### config.mk
export PLATFORM = sky130hd
export DESIGN_NAME = fetch_unit
export DESIGN_NICKNAME = d
export VERILOG_FILES = /design/src/rtl/fetch_unit_pkg.sv /design/src/rtl/fetch_unit_pc_reg.sv /design/src/rtl/fetch_unit.sv
export SDC_FILE = /design/constraint.sdc
export NUM_CORES = 1
export LEC_CHECK = 0
export CAP_MARGIN = 20
export CORE_ASPECT_RATIO = 1.25
export CORE_UTILIZATION = 25
export CTS_BUF_LIST = sky130_fd_sc_hd__clkbuf_8
export CTS_CLUSTER_SIZE = 20
export DETAILED_ROUTE_END_ITERATION = 16
export GPL_ROUTABILITY_DRIVEN = 0
export HOLD_SLACK_MARGIN = 0.06
export PLACE_DENSITY_LB_ADDON = 0.2
export SLEW_MARGIN = 40
export SYNTH_ARGS = -nofsm -noshare
export SYNTH_HDL_FRONTEND = slang
export SYNTH_HIERARCHICAL = 1
export SYNTH_SLANG_ARGS = --single-unit
export TNS_END_PERCENT = 1
### constraint.sdc
create_clock -name clk -period 2.6 [get_ports clk]
set_input_delay 0.52 -clock clk [delete_from_list [all_inputs] [get_ports clk]]
set_output_delay 0.52 -clock clk [all_outputs]
set_load 0.005 [all_outputs]
### src/rtl/fetch_unit_pkg.sv
// Shared constants for the instruction fetch unit: FSM encodings, opcode field
// bounds and the default memory-wait limit.
package fetch_unit_pkg;

  localparam logic [1:0] ST_IDLE = 2'd0;
  localparam logic [1:0] ST_REQ  = 2'd1;
  localparam logic [1:0] ST_DONE = 2'd2;

  localparam int OPCODE_HI = 15;
  localparam int OPCODE_LO = 11;
  localparam int OPCODE_W  = OPCODE_HI - OPCODE_LO + 1;

  localparam int TIMEOUT_DEFAULT = 15;

endpackage

### src/rtl/fetch_unit_pc_reg.sv
// Program counter: loads a target or increments by one, wrapping silently at
// the top of the address space. A load always beats an increment.
module pc_reg #(
  parameter int ADDR_W = 8
) (
  input  logic              clk,
  input  logic              rst,
  input  logic              inc,
  input  logic              load,
  input  logic [ADDR_W-1:0] load_addr,
  output logic [ADDR_W-1:0] pc
);

  logic [ADDR_W-1:0] pc_d;
  logic [ADDR_W-1:0] pc_q;

  always_comb begin
    pc_d = pc_q;
    if (load) begin
      pc_d = load_addr;
    end else if (inc) begin
      pc_d = pc_q + ADDR_W'(1);
    end
  end

  always_ff @(posedge clk or negedge rst) begin
    if (!rst) begin
      pc_q <= '0;
    end else begin
      pc_q <= pc_d;
    end
  end

  assign pc = pc_q;

endmodule

### src/rtl/fetch_unit.sv
// Instruction fetch unit: issues one memory read per fetch request, latches the
// instruction word, and handles jumps that arrive while a read is outstanding.
module fetch_unit
  import fetch_unit_pkg::*;
#(
  parameter int ADDR_W  = 8,
  parameter int DATA_W  = 16,
  parameter int TIMEOUT = TIMEOUT_DEFAULT
) (
  input  logic                clk,
  input  logic                rst,
  input  logic                fetch,
  input  logic                pc_load,
  input  logic [ADDR_W-1:0]   jump_addr,
  output logic                mem_req,
  output logic [ADDR_W-1:0]   mem_addr,
  input  logic                mem_ack,
  input  logic [DATA_W-1:0]   mem_rdata,
  output logic [DATA_W-1:0]   ir,
  output logic [OPCODE_W-1:0] opcode,
  output logic                ir_valid,
  output logic                busy,
  output logic [ADDR_W-1:0]   pc,
  output logic                fetch_err
);

  localparam int CNT_W = $clog2(TIMEOUT + 1);

  logic [1:0]        state_d, state_q;
  logic [CNT_W-1:0]  wait_d, wait_q;
  logic              pend_valid_d, pend_valid_q;
  logic [ADDR_W-1:0] pend_addr_d, pend_addr_q;
  logic [DATA_W-1:0] ir_d, ir_q;
  logic              err_d, err_q;
  logic              pc_inc;
  logic              pc_ld;
  logic [ADDR_W-1:0] pc_ld_addr;

  // NOTE: every signal gets a default before the case so no path leaves it
  // unassigned; otherwise synthesis infers a latch to hold the old value.
  always_comb begin
    state_d      = state_q;
    wait_d       = wait_q;
    pend_valid_d = pend_valid_q;
    pend_addr_d  = pend_addr_q;
    ir_d         = ir_q;
    err_d        = err_q;
    pc_inc       = 1'b0;
    pc_ld        = 1'b0;
    pc_ld_addr   = jump_addr;

    case (state_q)
      ST_IDLE: begin
        wait_d       = '0;
        pend_valid_d = 1'b0;
        pc_ld        = pc_load;
        if (fetch) state_d = ST_REQ;
      end
      ST_REQ: begin
        if (pc_load) begin
          pend_valid_d = 1'b1;
          pend_addr_d  = jump_addr;
        end
        if (mem_ack) begin
          wait_d       = '0;
          pend_valid_d = 1'b0;
          // A jump seen during the read squashes the fetched word; a jump in
          // the acknowledging cycle itself is the newest target.
          if (pc_load || pend_valid_q) begin
            pc_ld      = 1'b1;
            pc_ld_addr = pc_load ? jump_addr : pend_addr_q;
            state_d    = ST_IDLE;
          end else begin
            ir_d    = mem_rdata;
            pc_inc  = 1'b1;
            state_d = ST_DONE;
          end
        end else if (wait_q == CNT_W'(TIMEOUT - 1)) begin
          err_d        = 1'b1;
          wait_d       = '0;
          pend_valid_d = 1'b0;
          state_d      = ST_IDLE;
        end else begin
          wait_d = wait_q + CNT_W'(1);
        end
      end
      ST_DONE: begin
        pc_ld   = pc_load;
        state_d = ST_IDLE;
      end
      default: state_d = ST_IDLE;
    endcase
  end

  // NOTE: state registers use non-blocking assignments so every flop samples
  // the pre-edge values regardless of statement order.
  always_ff @(posedge clk or negedge rst) begin
    if (!rst) begin
      state_q      <= ST_IDLE;
      wait_q       <= '0;
      pend_valid_q <= 1'b0;
      pend_addr_q  <= '0;
      ir_q         <= '0;
      err_q        <= 1'b0;
    end else begin
      state_q      <= state_d;
      wait_q       <= wait_d;
      pend_valid_q <= pend_valid_d;
      pend_addr_q  <= pend_addr_d;
      ir_q         <= ir_d;
      err_q        <= err_d;
    end
  end

  pc_reg #(
    .ADDR_W (ADDR_W)
  ) u_pc_reg (
    .clk       (clk),
    .rst       (rst),
    .inc       (pc_inc),
    .load      (pc_ld),
    .load_addr (pc_ld_addr),
    .pc        (pc)
  );

  assign mem_req   = (state_q == ST_REQ);
  assign mem_addr  = pc;
  assign ir_valid  = (state_q == ST_DONE);
  assign busy      = (state_q != ST_IDLE);
  assign ir        = ir_q;
  assign opcode    = ir_q[OPCODE_HI:OPCODE_LO];
  assign fetch_err = err_q;

endmodule

==> flow_summary.ini, run 1 <==
[setup_path]
crit_fanout = 10
cp-end-kind = output port
start_kind = flip-flop
cp_top_family = buffers and inverters
ff2ff_setup_slack_ns = 0.75
path_cells = inv_1 > nor2_1 > clkdlybuf4s50_1
critPathMaxStageDelay_ns = 0.56
cp.arrival_ns = 1.62
cp.required_ns = 2.08
crit_type = flip-flop to output port
ff2ff_path_depth = 5
crit_buf_inv = 2
rr_startpoint = state_q[1]
slowest_stage = dfrtp_1
r2r-end = u_pc_reg/pc[5]

[clock_tree]
clock_path_buffers = 2
htreeDepth = 2
clockRootBuffer = clkbuf_8
cts.hold.buffers_added = 0
post-cts-setup-buffers = 0
clk_pin_slew_ns = 0.09
cts-resized-gates = 0
cts_tree = built
cts_sinks = 40
cts_made_buffers = 5
clk_latency_ns = 0.29

[global_route]
antenna_found_initial = 0
grtUsageTotal = 0.108
grt_max_degree = 41
grt_pass1_vias = 1350
grt_pass1_wl_um = 6790
overflow = 0

[timing]
maxSlewViolCount = 0
fin_skew_ns = 0.00732
fmaxAchievable_mhz = 466
slew_headroom = 0.651
holdWs_ns = 0.202
fin_crit_ns = 2.14
final_hold_viol_count = 0
rsz0062_at_grt = false
fin_crit_sh = 0.825
tns_ns = 0
tightest_slew_ns = 0.523
setup_viol_count_final = 0

[synthesis]
netlist_instances = 167
yosysWarnings = 6
synth_enable_flop_cells = 0
avgSynthCellArea_um2 = 12.1
ys.flop_type = dfrtp_1
ys_ff_latch = 40
synth-async-reset-ratio = 1.00
syn_nets = 199
yosysSeqAreaShare = 0.494
synth_area_um2 = 2030
synth_cell_types = 32

[drt]
vias_per_cell = 4.42
wl_um = 4220
initialDrtViolationCount = 37
vias = 1423
drtAntennaViolNets = 0
wl_per_cell_um = 13.1
drt_pass1_iterations = 3
drc_errors = 0

[finish]
final_nets = 258
drive_above_1_share = 0.216
diodes = 0
fillers = 807
largest_register_ffs = 16
post-route-util = 0.358
area_growth_syn_to_layout_pct = 38.4

[floorplan]
pin_count = 70
chipWidth_um = 82.5
die_area_um2 = 8470
dieHeight_um = 103
rows = 36
start_util = 0.259
core-area_um2 = 7840

[power_and_ir_drop]
ir_drop_v = 0.000338
power_density_nw_per_um2 = 862
finalPower_mw = 2.42
p_leak_nw = 1.15

[worst_hold_path]
min_path_type = input pin to asynchronous set/reset pin

[run_status]
outcome = finished clean

[flow_run]
cap_viol_max_count = 0

[place]
io_buffers = 69
dp_hpwl_um = 2960
routing by layer:
layer / vias to the layer above / global-route usage / wire, um / part of all wire
met3: 5 / 0.0239 / 231 / 0.055
met5: - / 0 / 0 / 0
li1: 684 / - / - / -
met4: 0 / 0.0398 / 70 / 0.017
met1: 688 / 0.143 / 1970 / 0.47
met2: 46 / 0.172 / 1950 / 0.46
layout by cell type, fill, tap and decap left out, types with 2 or more instances in the layout:
| cell type | instances |
|---|---|
| a21oi_1 | 3 |
| buf_4 | 4 |
| clkbuf_8 | 5 |
| clkdlybuf4s50_1 | 68 |
| dfrtp_1 | 40 |
| ha_1 | 3 |
| inv_1 | 4 |
| mux2_2 | 23 |
| mux2_4 | 9 |
| nand2_1 | 18 |
| nand3_1 | 7 |
| nand4_1 | 3 |
| nor2_1 | 2 |
| nor2b_1 | 4 |
| o21ai_0 | 10 |
| o21ai_1 | 2 |
| or4_1 | 3 |
| xor2_1 | 3 |
area by class of cell:
cell class / instances / area [um^2] / share of cell area
Tap cell: 95 / 119 / 0.0424
Multi-Input combinational cell: 103 / 848 / 0.302
Sequential cell: 40 / 1000 / 0.357
Clock inverter: 3 / 42.5 / 0.0152
Clock buffer: 5 / 68.8 / 0.0245
Timing Repair Buffer: 72 / 711 / 0.253
Inverter: 4 / 15.0 / 0.00535
power breakdown:
| part | internal (mW) | total (mW) | switching, mW |
|---|---|---|---|
| combinational | 0.650 | 0.900 | 0.250 |
| sequential | 0.834 | 1.00 | 0.167 |
| clock | 0.284 | 0.516 | 0.231 |
through the flow:
stage	area [um^2]	setup WS, ns	cells
after CTS	2810	0.426	322
final	2810	0.455	322
after detailed placement	2690	0.325	314
after global routing	2810	0.370	322
after floorplan	2030	0.596	167
after global placement	2690	0.357	314
kinds of logic (layout without fill, tap and decap cells):
| group | Yosys count | count (layout) | synth area share |
|---|---|---|---|
| adders and majority gates | 3 | 3 | 0.0185 |
| buffers and inverters | 24 | 84 | 0.0877 |
| xor gates and xnor gates | 4 | 4 | 0.0173 |
| AOI/OAI and AO/OA | 18 | 18 | 0.0494 |
| muxes | 33 | 33 | 0.199 |
| and+or+nand+nor | 45 | 45 | 0.134 |
| DFF | 40 | 40 | 0.494 |
cell usage after synthesis (2+ instances only):
cell / instances / share of area
buf_4: 15 / 0.056
mux2_4: 9 / 0.067
nand4_1: 3 / 0.0093
buf_6: 2 / 0.011
nand3_1: 7 / 0.017
xor2_1: 3 / 0.013
o21ai_1: 2 / 0.0049
nand2_1: 18 / 0.033
a21oi_1: 3 / 0.0074
nor2b_1: 4 / 0.012
nor2_1: 2 / 0.0037
o21ai_0: 10 / 0.025
inv_1: 4 / 0.0074
or4_1: 3 / 0.011
clkbuf_1: 2 / 0.0037
mux2_2: 23 / 0.13
dfrtp_1: 40 / 0.49
ha_1: 3 / 0.019
worst max-delay path by stage:
stage / from / endpoint / slack, ns / cells after the start
floorplan: state_q[1] / u_pc_reg/pc[5] / 0.60 / 9
global placement: mem_ack / u_pc_reg/pc[7] / 0.36 / 5
detailed placement: mem_ack / u_pc_reg/pc[5] / 0.33 / 5
CTS: state_q[1] / ir_valid / 0.43 / 3
global route: state_q[1] / ir_valid / 0.37 / 3
finish: state_q[1] / ir_valid / 0.46 / 3
worst reg2reg max path: stages, from the launching register on:
cell	delay [ns]
dfrtp_1	0.51
nor2b_4	0.20
and4bb_1	0.34
nand4_4	0.14
or4_1	0.49
nand3_1	0.11
Note: power is estimated with default switching activity, not from simulation.
==> run 2, diff against run 1 <==
==> constraint.sdc (replaced) <==
create_clock -name clk -period 1.95 [get_ports clk]
set_input_delay 0.39 -clock clk [delete_from_list [all_inputs] [get_ports clk]]
set_output_delay 0.39 -clock clk [all_outputs]
set_load 0.005 [all_outputs]
==> flow_summary.ini, run 2 (synthesis results as in run 1) <==
[timing]
maxSlewViolCount = 0
final_hold_viol_count = 0
fin_skew_ns = 0.00697
tns_ns = 0
tightest_slew_ns = 0.473
fmaxAchievable_mhz = 533
setup_viol_count_final = 0
rsz0062_at_grt = false
fin_crit_sh = 0.962
fin_crit_ns = 1.88
slew_headroom = 0.685

[power_and_ir_drop]
power_density_nw_per_um2 = 1080
finalPower_mw = 3.16
p_leak_nw = 1.23
ir_drop_v = 0.000388

[finish]
fillers = 791
diodes = 0
final_nets = 270
post-route-util = 0.372
drive_above_1_share = 0.259
layout_commonest_cell = clkdlybuf4s50_1
largest_register_ffs = 16
area_growth_syn_to_layout_pct = 43.7
final_cell_mix = clkdlybuf4s50_1 (67), dfrtp_1 (38), mux2_2 (23)

[global_route]
busiest_layer = met2
overflow = 0
grtUsageTotal = 0.116
use_met2 = 0.198
met1_usage = 0.142
grt_max_degree = 23
grt_pass1_vias = 1504
grt_pass1_wl_um = 7320
antenna_found_initial = 0
use_met3 = 0.0257

[clock_tree]
cts_tree = built
htreeDepth = 2
clk_latency_ns = 0.29
cts_made_buffers = 5
cts_sinks = 40
cts.hold.buffers_added = 0
clockRootBuffer = clkbuf_8
clock_path_buffers = 2
clk_pin_slew_ns = 0.07

[setup_path]
r2r-end = u_pc_reg/pc[7]
cp.required_ns = 1.56
ff2ff_path_depth = 5
cp-end-kind = output port
crit_type = flip-flop to output port
rr_startpoint = state_q[0]
ff2ff_setup_slack_ns = 0.24
start_kind = flip-flop
crit_fanout = 7
cp.arrival_ns = 1.49

[drt]
initialDrtViolationCount = 88
drt_pass1_iterations = 4
drtAntennaViolNets = 0
vias = 1498
wl_um = 4420
wl_per_cell_um = 13.2
drc_errors = 0
vias_per_cell = 4.49

[floorplan]
dieHeight_um = 103
start_util = 0.259
die_area_um2 = 8470
chipWidth_um = 82.5
pin_count = 70
core-area_um2 = 7840
rows = 36

[place]
io_buffers = 69
dp_hpwl_um = 3350

[worst_hold_path]
min_path_type = input pin to asynchronous set/reset pin

[run_status]
outcome = finished clean

[flow_run]
cap_viol_max_count = 0
-- run 2: cell types whose count changed in the layout (fill, tap and decap cells not counted) --
cell,previous run,this run
buf_12,0,3
buf_2,0,1
buf_4,4,12
bufinv_16,1,0
clkbuf_8,5,6
clkdlybuf4s50_1,68,67
clkinv_2,1,0
clkinvlp_4,1,0
dfrtp_1,40,38
dfrtp_2,0,2
dlygate4sd2_1,0,1
inv_1,4,6
nor2_1,2,1
nor2_2,0,1
-- run 2: worst max-delay path: stages (launching register included) --
cell and delay (ns):
dfrtp_2 0.43, nor2b_4 0.16, buf_4 0.12, clkdlybuf4s50_1 0.50
-- run 2: where the power goes --
part	switching (mW)	leakage, nW	internal (mW)	total [mW]
sequential	0.229	0.487	1.11	1.34
combinational	0.352	0.685	0.908	1.26
clock	0.278	0.0538	0.278	0.557
total	0.859	1.23	2.30	3.16
-- run 2: worst max-delay path by stage --
stage	depth (start not counted)	to	slack, ns	start
floorplan	9	u_pc_reg/pc[5]	0.003	state_q[1]
global placement	4	ir[14]	-0.06	mem_ack
detailed placement	4	ir[0]	-0.09	pc_load
CTS	3	mem_req	0.01	state_q[1]
global route	3	mem_req	0.02	state_q[0]
finish	3	mem_req	0.07	state_q[0]
-- run 2: what timing repair did --
| item | in CTS | in global routing |
|---|---|---|
| endpoints found under the hold margin | 0 | 0 |
| buffers inserted | 0 | 2 |
| setup endpoints to repair | 3 | 2 |
| gates resized for setup | 4 | 0 |
-- run 2: layout make-up --
class	count	area [um^2]	share of cell area
clock inverter	2	7.51	0.00258
sequential	40	1000	0.345
clock buffer	6	82.6	0.0284
tap	95	119	0.0408
timing repair buffer	84	835	0.287
inverter	4	15.0	0.00515
multi-input combinational	103	851	0.292
-- run 2: per-stage QoR --
| stage | instance area [um^2] | cells | setup WS, ns | hold WS [ns] |
|---|---|---|---|---|
| 4_1_cts | 2900 | 332 | 0.0105 | 0.0660 |
| 3_3_place_gp | 2800 | 324 | -0.0617 | 0.383 |
| 5_1_grt | 2910 | 334 | 0.0185 | 0.0708 |
| 2_1_floorplan | 2040 | 167 | 0.00252 | 0.0944 |
| 6_report | 2910 | 334 | 0.0733 | 0.0538 |
| 3_5_place_dp | 2800 | 324 | -0.0875 | 0.383 |
-- run 2: metal layers --
layer | up-vias | share of wire
met5 | - | 0
met4 | 0 | 0.013
met3 | 4 | 0.048
met2 | 43 | 0.52
met1 | 737 | 0.42
li1 | 714 | -
==> run 3, diff against run 2 <==
--- a/config.mk
+++ b/config.mk
@@ -6,7 +6,7 @@
 export NUM_CORES = 1
 export LEC_CHECK = 0
 export CAP_MARGIN = 20
-export CORE_ASPECT_RATIO = 1.25
+export CORE_ASPECT_RATIO = 1.2
 export CORE_UTILIZATION = 25
 export CTS_BUF_LIST = sky130_fd_sc_hd__clkbuf_8
 export CTS_CLUSTER_SIZE = 20
==> flow_summary.ini, run 3 (synthesis results as in run 1) <==
[floorplan]
core-area_um2 = 7750
chipWidth_um = 84.2
die_area_um2 = 8470
pin_count = 70
start_util = 0.262
rows = 35
dieHeight_um = 101

[clock_tree]
clockRootBuffer = clkbuf_8
clk_latency_ns = 0.29
cts_made_buffers = 5
clk_pin_slew_ns = 0.08
post-cts-setup-buffers = 0
clock_path_buffers = 2
cts_tree = built
cts_sinks = 40
htreeDepth = 2

[finish]
layout_commonest_cell = clkdlybuf4s50_1
final_nets = 271
multi_input_area_um2 = 848
post-route-util = 0.376
largest_register_ffs = 16
drive_above_1_share = 0.255
ff_latch_area_um2 = 1000
diodes = 0
final_cell_mix = clkdlybuf4s50_1 (67), dfrtp_1 (40), mux2_2 (23)
area_growth_syn_to_layout_pct = 44.0
fillers = 783

[timing]
fin_skew_ns = 0.0104
fin_crit_sh = 0.951
setup_viol_count_final = 0
slew_headroom = 0.631
final_hold_viol_count = 0
tightest_slew_ns = 0.553
fmaxAchievable_mhz = 539
setup_ws_ns = 0.0951
fin_crit_ns = 1.85
maxSlewViolCount = 0
rsz0062_at_grt = false

[setup_path]
ff2ff_path_depth = 5
cp.arrival_ns = 1.46
cp-end-kind = output port
ff2ff_setup_slack_ns = 0.24
crit_type = flip-flop to output port
crit_fanout = 4
rr_startpoint = state_q[1]
r2r-end = u_pc_reg/pc[7]
cp.required_ns = 1.56
start_kind = flip-flop

[global_route]
grtUsageTotal = 0.112
grt_pass1_wl_um = 7380
antenna_found_initial = 0
grt_max_degree = 23
grt_pass1_vias = 1420
overflow = 0

[drt]
drc_errors = 8
wl_per_cell_um = 13.6
vias_per_cell = 4.42
vias = 1464
initialDrtViolationCount = 35
drtAntennaViolNets = 0
wl_um = 4520
drt_pass1_iterations = 11

[run_status]
outcome = finished, violations left
violations = DRC

[place]
dp_slack_ns = -0.109
io_buffers = 69
dp_hpwl_um = 3370

[worst_hold_path]
min_path_type = input pin to asynchronous set/reset pin

[power_and_ir_drop]
ir_drop_v = 0.000473
power_density_nw_per_um2 = 1100
finalPower_mw = 3.20
p_leak_nw = 1.23

[flow_run]
cap_viol_max_count = 0
## run 3: per-layer routing
| metal | global-route usage | up-vias | part of all wire |
|---|---|---|---|
| met4 | 0.0398 | 0 | 0.016 |
| li1 | - | 714 | - |
| met3 | 0.0238 | 6 | 0.040 |
| met1 | 0.138 | 705 | 0.44 |
| met2 | 0.194 | 39 | 0.50 |
| met5 | 0 | - | 0 |
## run 3: layout make-up
cell class                 instances  share of cell area
timing repair buffer              85               0.289
inverter                           4             0.00515
multi-input combinational        103               0.291
tap                               92              0.0395
clock buffer                       7              0.0330
sequential                        40               0.343
## run 3: metrics by stage
| stage | TNS [ns] | hold slack (ns) | cell area [um^2] | cells |
|---|---|---|---|---|
| floorplan | 0 | 0.0944 | 2040 | 167 |
| global placement | -1.22 | 0.422 | 2820 | 324 |
| detailed placement | -1.34 | 0.423 | 2820 | 324 |
| CTS | 0 | 0.102 | 2920 | 331 |
| global route | 0 | 0.126 | 2920 | 331 |
| finish | 0 | 0.0839 | 2920 | 331 |
## run 3: worst max path at each step
stage,start,cells past startpoint,slack [ns],to
6_report,state_q[1],3,0.1,mem_req
4_1_cts,state_q[1],3,0.08,mem_req
3_3_place_gp,pc_load,4,-0.09,ir[2]
2_1_floorplan,state_q[1],9,0.003,u_pc_reg/pc[5]
5_1_grt,state_q[1],3,0.04,mem_req
3_5_place_dp,pc_load,4,-0.11,ir[1]
## run 3: repair_timing
action / CTS / global route
endpoints found under the hold margin: 0 / 0
hold buffers: 0 / 0
endpoints found under the setup margin: 1 / 0
gates resized for setup: 1 / 0
## run 3: critical path, stage by stage (launching register included)
cell and delay, ns:
dfrtp_1 0.43, nor2b_4 0.13, buf_4 0.12, clkdlybuf4s50_1 0.50
## run 3: power by group
part | switching (mW) | internal, mW | total, mW
logic | 0.357 | 0.909 | 1.27
clock network | 0.282 | 0.315 | 0.597
registers | 0.220 | 1.11 | 1.33
total | 0.858 | 2.34 | 3.20
